===== config.mk =====
export PLATFORM = sky130hd
export DESIGN_NAME = counter_timer_low
export DESIGN_NICKNAME = d
export VERILOG_FILES = /design/src/rtl/counter_timer_low.sv
export SDC_FILE = /design/constraint.sdc
export NUM_CORES = 1
export LEC_CHECK = 0
export BUFFER_PORTS_ARGS = -buffer_cell sky130_fd_sc_hd__buf_2
export CAP_MARGIN = 15
export CORE_ASPECT_RATIO = 1.2
export CORE_MARGIN = 1.5
export CORE_UTILIZATION = 52
export CTS_CLUSTER_DIAMETER = 40
export DETAILED_ROUTE_END_ITERATION = 8
export MAX_ROUTING_LAYER = met4
export PLACE_DENSITY = 0.82
export SLEW_MARGIN = 40
export SYNTH_ARGS = -nofsm -noshare
export SYNTH_HDL_FRONTEND = slang
export SYNTH_SLANG_ARGS = --single-unit
export TNS_END_PERCENT = 5

===== constraint.sdc =====
create_clock -name clkin -period 4.5 [get_ports clkin]
set_clock_uncertainty 0.05 [all_clocks]
set_input_delay 0.9 -clock clkin [delete_from_list [all_inputs] [get_ports clkin]]
set_output_delay 0.9 -clock clkin [all_outputs]
set_load 0.005 [all_outputs]

===== src/rtl/counter_timer_low.sv =====
// ============================================================================
// counter_timer_low
// Low 32-bit word of a chainable counter/timer. Counts up or down between 0
// and value_reset, either once (oneshot) or continuously. When chained, it
// acts as the low word of a 64-bit counter. It produces a wrap strobe for the
// high word and uses the high word's stop_out as a qualifier for its own
// terminal condition.
//
// Optional feature: define COUNTER_TIMER_LOW_IRQ_EN to implement irq_ena
// (cfg bit4) and the irq_out pulse. In the default build, cfg bit4 reads 0
// and irq_out is tied to 0.
//
// Ports:
//   clkin        in   1   clock, rising edge
//   resetn       in   1   asynchronous active-low reset
//   reg_cfg_we   in   1   config write strobe
//   reg_cfg_di   in  32   config write data
//                         (bit0 enable, bit1 oneshot, bit2 updown, bit3 chain,
//                          bit4 irq_ena)
//   reg_cfg_do   out 32   config readback
//   reg_val_we   in   4   byte enables for value_reset
//   reg_val_di   in  32   value_reset write data
//   reg_val_do   out 32   value_reset readback
//   reg_dat_we   in   4   byte enables for value_cur
//   reg_dat_di   in  32   value_cur write data
//   reg_dat_do   out 32   value_cur readback
//   enable_in    in   1   enable from the high-word counter
//   stop_in      in   1   stop_out of the high-word counter
//   strobe       out  1   wrap strobe to the high word (combinational)
//   is_offset    out  1   high-word compare-offset select (combinational)
//   enable_out   out  1   config enable bit
//   stop_out     out  1   terminal-count flag (registered)
//   irq_out      out  1   one-cycle interrupt pulse (registered)
// ============================================================================
module counter_timer_low (
    input  logic        clkin,
    input  logic        resetn,
    input  logic        reg_cfg_we,
    input  logic [31:0] reg_cfg_di,
    output logic [31:0] reg_cfg_do,
    input  logic [3:0]  reg_val_we,
    input  logic [31:0] reg_val_di,
    output logic [31:0] reg_val_do,
    input  logic [3:0]  reg_dat_we,
    input  logic [31:0] reg_dat_di,
    output logic [31:0] reg_dat_do,
    input  logic        enable_in,
    input  logic        stop_in,
    output logic        strobe,
    output logic        is_offset,
    output logic        enable_out,
    output logic        stop_out,
    output logic        irq_out
);

    // Merge the enabled bytes of new_v into old_v.
    function automatic logic [31:0] byte_merge(input logic [31:0] old_v,
                                               input logic [31:0] new_v,
                                               input logic [3:0]  be);
        logic [31:0] res;
        res = old_v;
        for (int i = 0; i < 4; i++) begin
            if (be[i]) begin
                res[8*i +: 8] = new_v[8*i +: 8];
            end else begin
                res[8*i +: 8] = old_v[8*i +: 8];
            end
        end
        return res;
    endfunction

    logic        enable_r;
    logic        oneshot_r;
    logic        updown_r;
    logic        chain_r;
    logic [31:0] value_reset_r;
    logic [31:0] value_cur_r;
    logic        lastenable_r;
    logic        stop_r;

    logic        loc_enable_s;
    logic        dat_write_s;
    logic        terminal_s;
    logic        wrap_s;
    logic        strobe_s;
    logic        is_offset_s;
    logic [31:0] cur_next_s;
    logic        stop_next_s;
    logic        irq_ena_s;
    logic        unused_cfg_s;

`ifdef COUNTER_TIMER_LOW_IRQ_EN
    logic        irq_ena_r;
    logic        stop_d_r;
    logic        irq_r;
    logic        irq_next_s;

    assign irq_ena_s    = irq_ena_r;
    assign unused_cfg_s = ^reg_cfg_di[31:5];
`else
    assign irq_ena_s    = 1'b0;
    assign unused_cfg_s = ^reg_cfg_di[31:4];
`endif

    // Local enable, terminal detection, wrap strobe and offset select.
    always_comb begin
        if (chain_r) begin
            loc_enable_s = enable_r & enable_in;
        end else begin
            loc_enable_s = enable_r;
        end
        dat_write_s = |reg_dat_we;
        // When chained, the limit counts as terminal only if the high word has
        // also reached its own limit.
        if (updown_r) begin
            terminal_s = (value_cur_r == value_reset_r) & (~chain_r | stop_in);
            wrap_s     = (value_cur_r == 32'hFFFF_FFFF);
        end else begin
            terminal_s = (value_cur_r == 32'h0000_0000) & (~chain_r | stop_in);
            wrap_s     = (value_cur_r == 32'h0000_0000);
        end
        strobe_s    = chain_r & loc_enable_s & lastenable_r & ~dat_write_s
                      & ~terminal_s & wrap_s;
        is_offset_s = chain_r & updown_r & (value_reset_r == 32'hFFFF_FFFF);
    end

    // Next count value and stop flag. A data write has priority and freezes stop.
    always_comb begin
        cur_next_s  = value_cur_r;
        stop_next_s = stop_r;
        if (dat_write_s) begin
            cur_next_s  = byte_merge(value_cur_r, reg_dat_di, reg_dat_we);
            stop_next_s = stop_r;
        end else if (!loc_enable_s) begin
            cur_next_s  = value_cur_r;
            stop_next_s = 1'b0;
        end else if (!lastenable_r) begin
            // The first enabled cycle restarts from the count origin.
            cur_next_s  = updown_r ? 32'h0000_0000 : value_reset_r;
            stop_next_s = 1'b0;
        end else if (terminal_s) begin
            stop_next_s = 1'b1;
            if (oneshot_r) begin
                cur_next_s = value_cur_r;
            end else begin
                cur_next_s = updown_r ? 32'h0000_0000 : value_reset_r;
            end
        end else begin
            cur_next_s  = updown_r ? (value_cur_r + 32'd1) : (value_cur_r - 32'd1);
            stop_next_s = 1'b0;
        end
    end

    // Configuration, reload value, live count and stop flag registers.
    always_ff @(posedge clkin or negedge resetn) begin
        if (!resetn) begin
            enable_r      <= 1'b0;
            oneshot_r     <= 1'b0;
            updown_r      <= 1'b0;
            chain_r       <= 1'b0;
            value_reset_r <= 32'h0000_0000;
            value_cur_r   <= 32'h0000_0000;
            lastenable_r  <= 1'b0;
            stop_r        <= 1'b0;
        end else begin
            if (reg_cfg_we) begin
                enable_r  <= reg_cfg_di[0];
                oneshot_r <= reg_cfg_di[1];
                updown_r  <= reg_cfg_di[2];
                chain_r   <= reg_cfg_di[3];
            end
            value_reset_r <= byte_merge(value_reset_r, reg_val_di, reg_val_we);
            value_cur_r   <= cur_next_s;
            lastenable_r  <= loc_enable_s;
            stop_r        <= stop_next_s;
        end
    end

`ifdef COUNTER_TIMER_LOW_IRQ_EN
    // Interrupt request: detect a rising edge of stop one cycle late. No
    // pulse is generated during a data write.
    always_comb begin
        if (dat_write_s) begin
            irq_next_s = 1'b0;
        end else begin
            irq_next_s = irq_ena_r & loc_enable_s & stop_r & ~stop_d_r;
        end
    end

    // Interrupt enable, delayed stop and interrupt pulse registers.
    always_ff @(posedge clkin or negedge resetn) begin
        if (!resetn) begin
            irq_ena_r <= 1'b0;
            stop_d_r  <= 1'b0;
            irq_r     <= 1'b0;
        end else begin
            if (reg_cfg_we) begin
                irq_ena_r <= reg_cfg_di[4];
            end
            stop_d_r <= stop_r;
            irq_r    <= irq_next_s;
        end
    end

    assign irq_out = irq_r;
`else
    assign irq_out = 1'b0;
`endif

    assign reg_cfg_do = {27'd0, irq_ena_s, chain_r, updown_r, oneshot_r, enable_r};
    assign reg_val_do = value_reset_r;
    assign reg_dat_do = value_cur_r;
    assign strobe     = strobe_s;
    assign is_offset  = is_offset_s;
    assign enable_out = enable_r;
    assign stop_out   = stop_r;

endmodule


==> run summary <==
Global-route usage over all layers = 32.8%
Worst Hold Class = flip-flop to flip-flop
Tightest Pin Transition = 0.716 ns
Most instantiated library cell after synthesis = sky130_fd_sc_hd__dfrtp_1
Tightest slew margin relative to the limit = 52.2%
Port Buffer Count = 152
Critical-path cell list = clkinv_1, ha_1, nor2b_1, o211ai_1, a31oi_1, o21a_1, o21ai_1, o41ai_1, mux2_2, o31ai_1
Maximum achievable frequency = 248 MHz
Overall die width = 102 um
Maximum number of pins on one net before global-route repair = 71
Family of cells with the greatest summed delay on the critical path = compound AO/OA/AOI/OAI gates
Non-Filler Cell Area, Final = 0.00717 sq mm
Top_reg_cell synth = sky130_fd_sc_hd__dfrtp_1
Via count of the routed design = 6224
Total clock sinks = 70
Remaining DRCs = 0
Routed wire length = 19.5 mm
Power Density = 359 mW/mm^2
Wirelength per Cell = 19.5 um
Max Transition Viols Final = 0
Crit path launch type = flip-flop
Switching share of power = 36.4%
Part of the power in registers = 32.7%
Share of post-route cells with drive strength above 1 = 27.0%
Required time of the worst setup path = 4.69 ns
Top post-synthesis cells by area = sky130_fd_sc_hd__dfrtp_1 (29%), sky130_fd_sc_hd__mux2_2 (6.6%), sky130_fd_sc_hd__ha_1 (6.2%)
Floorplan row count = 43
Netlist area before placement = 0.00610 sq mm
Post-layout total power = 0.00257 W
Critical Path End Type = flip-flop
Top-Level Pins = 210
Number of enable flip-flop cells after synthesis = 0
Number of synthesized register bits = 70
Number of hold violations in the final report = 0
Status = complete, no violations
Length of the first detailed-routing pass in iterations = 5
Global route overflow = 0
Peak per-stage delay on the critical path = 0.61 ns
Buf+Inv Stages, Crit Path = 1
Post-CTS setup buffer count = 0
Gate count of the mapped netlist = 704
Unrepaired setup endpoints after global routing = no
Standard cell area after detailed placement = 0.00683 sq mm
Count of endpoints failing setup in the final report = 0
Proportion of power drawn by combinational gates = 35.2%
Vias per Instance = 6.24
Initial antenna violation count = 0
Max capacitance violation total = 0
HPWL after detailed placement = 14.5 mm
Core Area = 0.0115 sq mm
Synth cell types = 73
Period utilisation layout = 89.7%
H-tree depth reported by CTS = 3
Crit Path Category = flip-flop to flip-flop
Portion of the post-synthesis area used by sequential elements = 28.7%
Number of nets in the layout = 975
Arrival time at the worst endpoint = 4.23 ns
RePlAce Congestion = 0.995
Final min period = 4.03 ns
Largest fanout on the critical path = 19
Number of buffers inserted during clock tree synthesis = 9
Clock transition at path regs = 0.06 ns
Yosys warning total = 0
Cell at the slowest stage of the critical path = sky130_fd_sc_hd__ha_1
CTS Root Buffer Type = sky130_fd_sc_hd__clkbuf_16
Share of synthesized registers carrying an async set or reset = 100%
Y dimension of the die = 122 um
Total Neg Setup Slack = 0 ns
Number of design-rule violations left by the first detailed-router iteration = 513
Initial Utilization = 53.0%
Vias in the first global route = 5811
Biggest area consumer among synthesized cells = sky130_fd_sc_hd__dfrtp_1
Total leakage power = 3.12 nW
Largest vdd supply drop = 0.000268 V
Switching pwr = 0.000936 W
Ranking of synthesized cells by instance count = sky130_fd_sc_hd__dfrtp_1 (70), sky130_fd_sc_hd__nand2_1 (52), sky130_fd_sc_hd__a21oi_1 (47), sky130_fd_sc_hd__nor2_1 (47), sky130_fd_sc_hd__xnor2_1 (42)
Clock network fraction of design power = 32.1%
Top-area cell type share of the netlist area = 28.7%
Count of inserted antenna diode cells = 0
TritonCTS clock tree = done
Area of the die = 0.0124 sq mm
Global-route wire length before repair = 30.4 mm
Hold-fix buffer count after cts = 0
Per-instance average area after synthesis = 8.66 sq um
Area growth, synth to finish = 17.6%
Longest Clk Path Bufs = 2
Internal power summed over all cells = 0.00164 W
# resized after CTS = 0
Clock insertion delay at the later pin of the skew report = 0.34 ns
Antenna Violating Nets Remaining = 0
==> final cells by class <==
cell class	count	area, sq um
Inverter	21	78.8
Multi-Input combinational cell	573	3980
Fill cell	1011	4350
Clock buffer	11	233
Timing Repair Buffer	160	825
Sequential cell	70	1750
Clock inverter	5	106
Tap cell	157	196
==> cell families after synthesis <==
group	Yosys count	share of synthesized area, %
mux	40	7.31
buf+inv	89	8.11
xor+xnor	48	6.90
flops	70	28.7
compound gates	191	21.3
fa+ha+maj	31	6.48
simple gates	234	21.1
other cells	1	0.0615
==> worst paths after layout <==
kind | endpoint | cells after the start | slack, ns | from
max | reg_dat_do[30]$_DFFE_PN0P_ | 10 | 0.47 | updown_r$_DFFE_PN0P_
min | stop_out$_DFFE_PN0P_ | 1 | 0.44 | stop_out$_DFFE_PN0P_
max reg2reg | reg_dat_do[30]$_DFFE_PN0P_ | 10 | 0.47 | updown_r$_DFFE_PN0P_
min reg2reg | stop_out$_DFFE_PN0P_ | 1 | 0.44 | stop_out$_DFFE_PN0P_
max in group asynchronous | reg_dat_do[14]$_DFFE_PN0P_ | 2 | 3.34 | resetn
min in group asynchronous | reg_dat_do[30]$_DFFE_PN0P_ | 2 | 0.61 | resetn
==> worst reg2reg max path, stage by stage (launching register included) <==
cell	delay, ns
sky130_fd_sc_hd__dfrtp_1	0.36
sky130_fd_sc_hd__clkinv_1	0.55
sky130_fd_sc_hd__ha_1	0.61
sky130_fd_sc_hd__nor2b_1	0.19
sky130_fd_sc_hd__o211ai_1	0.13
sky130_fd_sc_hd__a31oi_1	0.40
sky130_fd_sc_hd__o21a_1	0.27
sky130_fd_sc_hd__o21ai_1	0.22
sky130_fd_sc_hd__o41ai_1	0.51
sky130_fd_sc_hd__mux2_2	0.39
sky130_fd_sc_hd__o31ai_1	0.26
==> cells in the final DEF, fill, tap and decap left out, types with 5 or more instances in the layout <==
| master | instances |
|---|---|
| sky130_fd_sc_hd__conb_1 | 29 |
| sky130_fd_sc_hd__o21bai_1 | 6 |
| sky130_fd_sc_hd__a21o_1 | 8 |
| sky130_fd_sc_hd__buf_2 | 152 |
| sky130_fd_sc_hd__or3_1 | 6 |
| sky130_fd_sc_hd__ha_1 | 30 |
| sky130_fd_sc_hd__dfrtp_1 | 70 |
| sky130_fd_sc_hd__nand4_1 | 25 |
| sky130_fd_sc_hd__nor4_1 | 16 |
| sky130_fd_sc_hd__inv_1 | 20 |
| sky130_fd_sc_hd__mux2_2 | 36 |
| sky130_fd_sc_hd__a21oi_1 | 47 |
| sky130_fd_sc_hd__nor3_1 | 16 |
| sky130_fd_sc_hd__o21ai_0 | 33 |
| sky130_fd_sc_hd__xor2_1 | 6 |
| sky130_fd_sc_hd__clkbuf_16 | 9 |
| sky130_fd_sc_hd__xnor2_1 | 42 |
| sky130_fd_sc_hd__nand2_1 | 52 |
| sky130_fd_sc_hd__nor3b_1 | 17 |
| sky130_fd_sc_hd__nand3_1 | 20 |
| sky130_fd_sc_hd__a211oi_1 | 14 |
| sky130_fd_sc_hd__and3_1 | 8 |
| sky130_fd_sc_hd__o31ai_1 | 14 |
| sky130_fd_sc_hd__buf_4 | 7 |
| sky130_fd_sc_hd__nor2_1 | 47 |
| sky130_fd_sc_hd__o41ai_1 | 5 |
| sky130_fd_sc_hd__o211ai_1 | 8 |
==> per-stage QoR <==
step | hold slack [ns] | setup slack [ns] | util (%) | cells
global route | 0.445 | 0.139 | 62.3 | 997
floorplan | 0.439 | 0.680 | - | 732
detailed placement | 0.427 | 0.581 | 59.3 | 981
global placement | 0.437 | 0.666 | 59.2 | 981
CTS | 0.439 | 0.542 | 62.3 | 997
finish | 0.436 | 0.465 | 62.3 | 997
==> power by group through the flow <==
| stage | combinational [W] | sequential, W | clock (W) |
|---|---|---|---|
| after global placement | 0.000871 | 0.000846 | 0 |
| after global routing | 0.00100 | 0.000846 | 0.000859 |
| after floorplan | 0.000646 | 0.000801 | 0 |
| after detailed placement | 0.000882 | 0.000845 | 0 |
| final | 0.000906 | 0.000841 | 0.000825 |
| after CTS | 0.000892 | 0.000835 | 0.000832 |
==> flip-flops by register name (all words and copies together), names as in the netlist <==
register and count:
chain_r 1, lastenable_r 1, enable_out 1, reg_val_do 32
updown_r 1, reg_dat_do 32, oneshot_r 1, stop_out 1
==> per-layer routing <==
metal	track usage (%)	up-vias	wire, um
li1	-	2850	-
met1	40.9	2932	7560
met2	52.1	369	9450
met3	5.51	73	1650
met4	15.1	0	817
met5	-	-	0
Note: power is estimated with default switching activity, not from simulation.
